$ cat src/rtl/hash_pkg.sv
// Shared types and helpers for the hash fold pipeline.
package hash_pkg;

  typedef enum logic [1:0] {
    MODE_SUM      = 2'd0,
    MODE_XOR      = 2'd1,
    MODE_SEED_SUM = 2'd2,
    MODE_ROT_XOR  = 2'd3
  } hash_mode_e;

  // Widest chunk the rotate helper supports.
  localparam int MAX_W = 64;

  // Accumulator wide enough for N_CHUNK chunks plus one seed without overflow.
  function automatic int acc_w(input int key_w, input int out_w);
    return out_w + $clog2(key_w / out_w + 1);
  endfunction

  // Rotate the low w bits of x left by s (0 <= s < w); bits above w return zero.
  function automatic logic [MAX_W-1:0] rotl(input logic [MAX_W-1:0] x,
                                            input int unsigned w,
                                            input int unsigned s);
    logic [MAX_W-1:0] mask;
    logic [MAX_W-1:0] xm;
    mask = (w >= MAX_W) ? '1 : ((MAX_W'(1) << w) - MAX_W'(1));
    xm   = x & mask;
    return ((xm << s) | (xm >> (w - s))) & mask;
  endfunction

endpackage

$ cat src/rtl/hash_fold_stage.sv
// One end-around fold register: acc <= acc[OUT_W-1:0] + (acc >> OUT_W), with valid and tag.
module hash_fold_stage #(
  parameter int ACC_W = 12,
  parameter int OUT_W = 8,
  parameter int TAG_W = 4
) (
  input  logic             clk,
  input  logic             rst,
  input  logic             en,
  input  logic             in_valid,
  input  logic [ACC_W-1:0] in_acc,
  input  logic [TAG_W-1:0] in_tag,
  output logic             out_valid,
  output logic [ACC_W-1:0] out_acc,
  output logic [TAG_W-1:0] out_tag
);

  logic [ACC_W-1:0] folded;

  assign folded = ACC_W'(in_acc[OUT_W-1:0]) + (in_acc >> OUT_W);

  // Shift one step when the pipe advances; payload only loads for real entries.
  always_ff @(posedge clk) begin
    if (rst) begin
      out_valid <= 1'b0;
      out_acc   <= '0;
      out_tag   <= '0;
    end else if (en) begin
      out_valid <= in_valid;
      if (in_valid) begin
        out_acc <= folded;
        out_tag <= in_tag;
      end
    end
  end

endmodule

$ cat src/rtl/hash_fold_pipe.sv
// Pipelined key hash: reduce KEY_W-bit key to an accumulator, then fold it down to OUT_W bits.
//
// Handshake: an input is taken on a clock edge where in_valid_i && in_ready_o; a result is
// taken on an edge where out_valid_o && out_ready_i. The whole pipe advances together under
// en = !out_valid_o || out_ready_i, so a stalled result holds hash_o/tag_o steady and
// in_ready_o is low for the same cycles.
module hash_fold_pipe
  import hash_pkg::*;
#(
  parameter int KEY_W       = 64,
  parameter int OUT_W       = 8,
  parameter int TAG_W       = 4,
  parameter int FOLD_STAGES = 2
) (
  input  logic             clk,
  input  logic             rst,
  input  logic             in_valid_i,
  output logic             in_ready_o,
  input  logic [KEY_W-1:0] key_i,
  input  logic [1:0]       mode_i,
  input  logic [OUT_W-1:0] seed_i,
  input  logic [TAG_W-1:0] tag_i,
  output logic             out_valid_o,
  input  logic             out_ready_i,
  output logic [OUT_W-1:0] hash_o,
  output logic [TAG_W-1:0] tag_o,
  output logic             busy_o
);

  localparam int N_CHUNK = KEY_W / OUT_W;
  localparam int ACC_W   = acc_w(KEY_W, OUT_W);

  if (KEY_W % OUT_W != 0) begin : g_bad_key_w
    $error("hash_fold_pipe: KEY_W must be a multiple of OUT_W");
  end
  if (N_CHUNK < 2) begin : g_bad_n_chunk
    $error("hash_fold_pipe: KEY_W/OUT_W must be at least 2");
  end
  if (FOLD_STAGES < 1) begin : g_bad_fold
    $error("hash_fold_pipe: FOLD_STAGES must be at least 1");
  end
  if (OUT_W > MAX_W) begin : g_bad_out_w
    $error("hash_fold_pipe: OUT_W exceeds rotate helper width");
  end

  logic             en;
  logic [ACC_W-1:0] sum_acc;
  logic [OUT_W-1:0] xor_acc;
  logic [OUT_W-1:0] rot_acc;
  logic [ACC_W-1:0] red_acc;

  logic             r_valid;
  logic [ACC_W-1:0] r_acc;
  logic [TAG_W-1:0] r_tag;

  // Index 0 is the reduce register, 1..FOLD_STAGES the fold registers.
  logic [FOLD_STAGES:0] st_valid;
  logic [ACC_W-1:0]     st_acc [FOLD_STAGES+1];
  logic [TAG_W-1:0]     st_tag [FOLD_STAGES+1];

  assign en         = !out_valid_o || out_ready_i;
  assign in_ready_o = en;

  // Reduce all chunks of the key according to the selected mode.
  always_comb begin
    sum_acc = '0;
    xor_acc = '0;
    rot_acc = '0;
    red_acc = '0;
    for (int i = 0; i < N_CHUNK; i++) begin
      sum_acc = sum_acc + ACC_W'(key_i[i*OUT_W +: OUT_W]);
      xor_acc = xor_acc ^ key_i[i*OUT_W +: OUT_W];
      rot_acc = rot_acc ^ OUT_W'(rotl(MAX_W'(key_i[i*OUT_W +: OUT_W]), OUT_W, i % OUT_W));
    end
    case (hash_mode_e'(mode_i))
      MODE_SUM:      red_acc = sum_acc;
      MODE_XOR:      red_acc = ACC_W'(xor_acc);
      MODE_SEED_SUM: red_acc = sum_acc + ACC_W'(seed_i);
      MODE_ROT_XOR:  red_acc = ACC_W'(rot_acc);
      default:       red_acc = sum_acc;
    endcase
  end

  // Reduce register: captures the key's accumulator when the input handshake fires.
  always_ff @(posedge clk) begin
    if (rst) begin
      r_valid <= 1'b0;
      r_acc   <= '0;
      r_tag   <= '0;
    end else if (en) begin
      r_valid <= in_valid_i;
      if (in_valid_i) begin
        r_acc <= red_acc;
        r_tag <= tag_i;
      end
    end
  end

  assign st_valid[0] = r_valid;
  assign st_acc[0]   = r_acc;
  assign st_tag[0]   = r_tag;

  for (genvar g = 0; g < FOLD_STAGES; g++) begin : g_fold
    hash_fold_stage #(
      .ACC_W (ACC_W),
      .OUT_W (OUT_W),
      .TAG_W (TAG_W)
    ) u_stage (
      .clk       (clk),
      .rst       (rst),
      .en        (en),
      .in_valid  (st_valid[g]),
      .in_acc    (st_acc[g]),
      .in_tag    (st_tag[g]),
      .out_valid (st_valid[g+1]),
      .out_acc   (st_acc[g+1]),
      .out_tag   (st_tag[g+1])
    );
  end

  assign out_valid_o = st_valid[FOLD_STAGES];
  assign hash_o      = st_acc[FOLD_STAGES][OUT_W-1:0];
  assign tag_o       = st_tag[FOLD_STAGES];
  assign busy_o      = |st_valid;

endmodule

$ cat config.mk
export PLATFORM = sky130hd
export DESIGN_NAME = hash_fold_pipe
export DESIGN_NICKNAME = d
export VERILOG_FILES = /design/src/rtl/hash_pkg.sv /design/src/rtl/hash_fold_stage.sv /design/src/rtl/hash_fold_pipe.sv
export SDC_FILE = /design/constraint.sdc
export NUM_CORES = 1
export LEC_CHECK = 0
export ABC_AREA = 1
export BUFFER_PORTS_ARGS = -buffer_cell sky130_fd_sc_hd__buf_2
export CAP_MARGIN = 40
export CORE_ASPECT_RATIO = 1.4
export CORE_MARGIN = 4
export CORE_UTILIZATION = 42
export CTS_CLUSTER_SIZE = 40
export DETAILED_ROUTE_END_ITERATION = 7
export GPL_ROUTABILITY_DRIVEN = 0
export HOLD_SLACK_MARGIN = 0.12
export PLACE_DENSITY = 0.72
export SLEW_MARGIN = 20
export SYNTH_ARGS = -nofsm -noshare
export SYNTH_HDL_FRONTEND = slang
export SYNTH_HIERARCHICAL = 1
export SYNTH_SLANG_ARGS = --single-unit
$ cat constraint.sdc
create_clock -name clk -period 4.5 [get_ports clk]
set_clock_uncertainty 0.2 [all_clocks]
set_input_delay 0.225 -clock clk [delete_from_list [all_inputs] [get_ports clk]]
set_output_delay 0.225 -clock clk [all_outputs]
set_load 0.005 [all_outputs]
; Word-level counts from Yosys, hierarchy flattened
; Cells that the tools add are included.
[classes]
addsub = 10
n_eq_ne = 3
n_mux = 1
bitwise_logic = 21
reduce_logical = 7
[op_table]
columns = cell, count
row1 = $xor 8x8->8, 14
row2 = $add 12x8->12, 4
row3 = $pmux 12 s4, 1
row4 = $add 11x8->12, 1
row5 = $add 10x8->11, 1
row6 = $add 9x8->10, 1
row7 = $add 8x4->9, 1
row8 = $add 8x8->9, 1
row9 = $add 8x4->8, 1
row10 = $or 8x1->8, 1
row11 = $or 8x2->8, 1
row12 = $or 8x3->8, 1
row13 = $or 8x4->8, 1
row14 = $or 8x5->8, 1
row15 = $or 8x6->8, 1
row16 = $or 8x7->8, 1
row17 = $reduce_and 2->1, 3
row18 = $eq 2x2->1 const B, 2
row19 = $reduce_or 3->1, 1
row20 = $eq 2x1->1 const B, 1
row21 = $logic_not 2->1, 1
row22 = $logic_not 1->1, 1
row23 = $logic_or 1x1->1, 1
[word_totals]
ff_bits = 47
input_bits = 82
output_inout_bits = 15
word_cells = 51

; Longest topological paths before layout
[depth]
word_depth = 9
depth_mapped = 27
depth_no_buf = 27

; Hierarchy
; Netlist, hierarchy kept.
[by_module_without_submodules]
columns = module, n_inst, cells_each, area_each_um2, seq_area_each_um2
row1 = hash_fold_pipe, 1, 690, 4342.9, 340.3
row2 = hash_fold_stage, 2, 115, 802.0, 280.3

; Worst setup path after synthesis
; OpenSTA, ideal clock, no wires.
[synth_path]
path_type = input port to flip-flop
from = input key_i[2]
to = register r_acc[9]
setup_ps = 72
arrival_ps = 4542
required_ps = 4228
setup_slack_ps = -314
path_stages = 24
path_buffers = 0
cell_sequence = fa_1 inv_1 fa_1 inv_1 fa_1 fa_1 ha_1 fa_1 nand2_1 nand3_2 xnor2_1 inv_1 ha_1 nand2_1 inv_1 a21oi_1 nand2_1 nand2_1 nand2_1 nand3_1 nand2_1 nand2_1 nand2_1 a21oi_1
[synth_via]
elab_chain_len = 9
[synth_lines]
columns = item, line
row1 = from (decl), hash_fold_pipe.sv:19  ; input logic [KEY_W-1:0] key_i,
row2 = $add 8x8->9 *, hash_fold_pipe.sv:71  ; sum_acc = sum_acc + ACC_W'(key_i[i*OUT_W +: OUT_W]);
row3 = $add 9x8->10 *, hash_fold_pipe.sv:71
row4 = $add 10x8->11 *, hash_fold_pipe.sv:71
row5 = $add 11x8->12 *, hash_fold_pipe.sv:71
row6 = $add 12x8->12 * (3 in a row), hash_fold_pipe.sv:71
row7 = $add 12x8->12, hash_fold_pipe.sv:78  ; MODE_SEED_SUM: red_acc = sum_acc + ACC_W'(seed_i);
row8 = $pmux 12 s4 *, hash_fold_pipe.sv:75  ; case (hash_mode_e'(mode_i))
row9 = to (signal assigned), hash_fold_pipe.sv:93  ; r_acc <= red_acc;
row10 = to (decl), hash_fold_pipe.sv:53  ; logic [ACC_W-1:0] r_acc;
; Every way passes the cells marked *; elsewhere a longest branch is shown, timed or not.
; A chain may end at the register's enable or synchronous reset.

; Final worst setup path
; Ends and elaborated chain as after synthesis.

==> results.md <==
- Outcome: finished, violations left
- Violated checks: setup timing
- Worst-path clk slew: ~60 ps
- CP Launch Type: input pin
- Drt first-iter violations: 284
- Area Growth Syn to Fin: 29.3%
- Clock power frac: 7.7%
- H-Tree Level Count: 2
- Die area: 16000 µm²
- Fin. Hold Viols: 0
- Pwr Density: about 720 nW/µm²
- Critical path type: in2reg
- Longest Clk Path Bufs: 2
- Largest net degree at the start of global routing: 25
- Rows: 50
- Design Area, Final: 7610 µm²
- R2r setup slk: between 2000 and 3000 ps
- CP endpoint kind: register
- Detailed Route WL: 16100 µm
- Final Cycle Share: 100%
- GRT Overall Usage: a little over 20%
- Dpl hpwl: 14000 µm
- Final net count: 1250
- Leak: 4.21 nW
- Total power: 5.50 mW
- HP Start: rst
- Drt drc: 0
- Core footprint: roughly 14000 µm²
- Post-Place Setup Slack: -378 ps
- Count of input and output buffers: 96
- Final Max Slew Viols: 0
- Post-route ant nets: 0
- Reg-to-Reg End: r_acc[7]
- Min cycle time layout: 4510 ps
- Worst-Margin Slew: 545 ps
- Hold WC Path Type: in2reg
- Drt pass-1 iters: 5
- Starting Density: 43.4%
- Post-Syn Instances: ~900
- Sink Count: 44
- Routed len/inst: 12.7 µm
- FF-to-FF Start: g_fold[1].u_stage/out_valid
- WHS Path Cells: 2
- Final core occ: 56.1%
- Final Worst Setup Slack: -13.5 ps
- Switch Pwr: 2.68 mW
- TritonCTS clock tree: done
- Clock root buffer: clkbuf_16
- Crit path DAT: about 4500 ps
- Fill cells: 1302
- Final setup viols: 1
- Pint: approximately 2.8 mW
- Yosys Warn Count: 6
- Crit path max fanout: 4
- Logic pwr share: 83.3%
- DR vias/cell: 4.69
- Ant. Diodes: 0
- Vias in the first global route: 5813
- Share of layout cells above drive strength 1: 24.9%
- Die width: approximately 110 µm
- MaxCap Viol Count: 0
- Total CTS buffers: 5
- First-pass GRT wire length: 26300 µm
- Max IR drop VDD: between 400 and 500 µV
- Vias post-DR: 5971
- Cells on worst reg2reg path: 8
- Register Area: 881 µm²
- Gr ovfl total: 0
- Footprint of the multi-input gates: around 4400 µm²
- RSZ-0062 raised after global routing: true
- Mean cell area of the mapped netlist: around 6.5 µm²
- Hold WS: 190 ps
- Worst skew pair latency: approximately 280 ps
- Io pins: 97
- Max frequency: roughly 0.22 GHz
- Max-slew headroom: 63.5%
- Dpl cell area: about 7200 µm²
- Reg power frac: 9.0%
- Crit path required time: 4460 ps
- Worst hold endpoint: r_acc[10]
- Die Y-Extent: around 150 µm
- Net Sw Frac: 48.8%
- Antenna violations before repair: 0
- Synthesized area: just under 6000 µm²
## power by group through the flow
stage / Clock [mW] / Sequential, mW / Combinational, mW
after floorplan: 0 / 0.488 / 2.84
after global placement: 0 / 0.500 / 3.85
after detailed placement: 0 / 0.502 / 3.92
after CTS: 0.436 / 0.494 / 4.11
after global routing: 0.449 / 0.501 / 5.15
final: 0.424 / 0.494 / 4.58
## worst max-delay path, stage by stage
cell and delay, ps:
buf_2 130, fa_1 580, inv_2 60, fa_1 490, inv_1 50, fa_1 490
fa_1 410, ha_2 200, fa_2 360, nand2_2 100, nand3_4 80, xnor2_2 190
inv_2 60, ha_4 300, nand2_2 70, nor2_1 80, nand2_1 70, nand2_1 80
nand2_1 60, nand2_2 80, nand3_2 70, nand2_1 60, nand2_1 50, nand2_1 50
a21oi_1 60
## how the worst max path moves through the flow
stage / end / startpoint / cells after the start / slack, ps
global placement: r_acc[10] / key_i[19] / 24 / -330
floorplan: r_acc[9] / key_i[18] / 24 / -50
CTS: r_acc[10] / key_i[20] / 25 / -20
detailed placement: r_acc[9] / key_i[19] / 24 / -380
global route: r_acc[9] / key_i[5] / 28 / -240
finish: r_acc[9] / key_i[2] / 25 / -10
## layout make-up
class	instances	share of cell area (%)
multi-input cells	662	58.3
well taps	182	2.99
clock buffers	6	1.82
flip-flops and latches	44	11.6
inverters	195	9.62
clock inverters	2	0.510
repair buffers	181	15.2
## layer usage
metal | global-route usage (%) | vias to the layer above | wire length [µm]
met3 | 1.74 | 40 | 598
met5 | 0 | - | 0
met4 | 8.91 | 0 | 718
met2 | 40.6 | 139 | 8800
li1 | - | 3116 | -
met1 | 22.0 | 2676 | 6020
## placed cells by master, fill, tap and decap left out, types with 3 or more instances in the layout
cell           count
nand2_1          247
inv_2             23
ha_4               8
ha_1              19
buf_2             93
xnor2_1           32
o211ai_1           4
nand3_1           68
nand3_2           10
nand3b_1          13
xor2_1            14
a21oi_2            9
nand2_2           20
clkbuf_16          5
buf_4             80
o21ai_0           27
dfxtp_1           44
dlygate4sd3_1      5
a21oi_1           23
fa_2               3
nand4_1           13
nor2_2             3
conb_1             3
or2_1              3
fa_1              47
inv_1            171
nor2_1            77
## what timing repair did
| item | 4_1_cts | 5_1_grt |
|---|---|---|
| gates resized for setup | 9 | 31 |
| endpoints found under the setup margin | 5 | 8 |
| buffers inserted | 0 | 6 |
| pin swaps | 4 | 42 |
| hold buffers | 5 | 0 |
| endpoints found under the hold margin | 5 | 0 |
## sequential cells by signal, summed over array words and instances (netlist names)
register	flops
g_fold.u_stage/out_acc	17
g_fold.u_stage/out_valid	2
g_fold.u_stage/out_tag	8
r_acc	12
r_valid	1
r_tag	4
## stage by stage
stage                     std cells  TNS [ps]
final                          1272     -13.5
after global routing           1272      -813
after CTS                      1266     -42.0
after detailed placement       1253     -2320
after global placement         1253     -1990
after floorplan                 914     -80.0
Power figures use the tool's default switching activity.
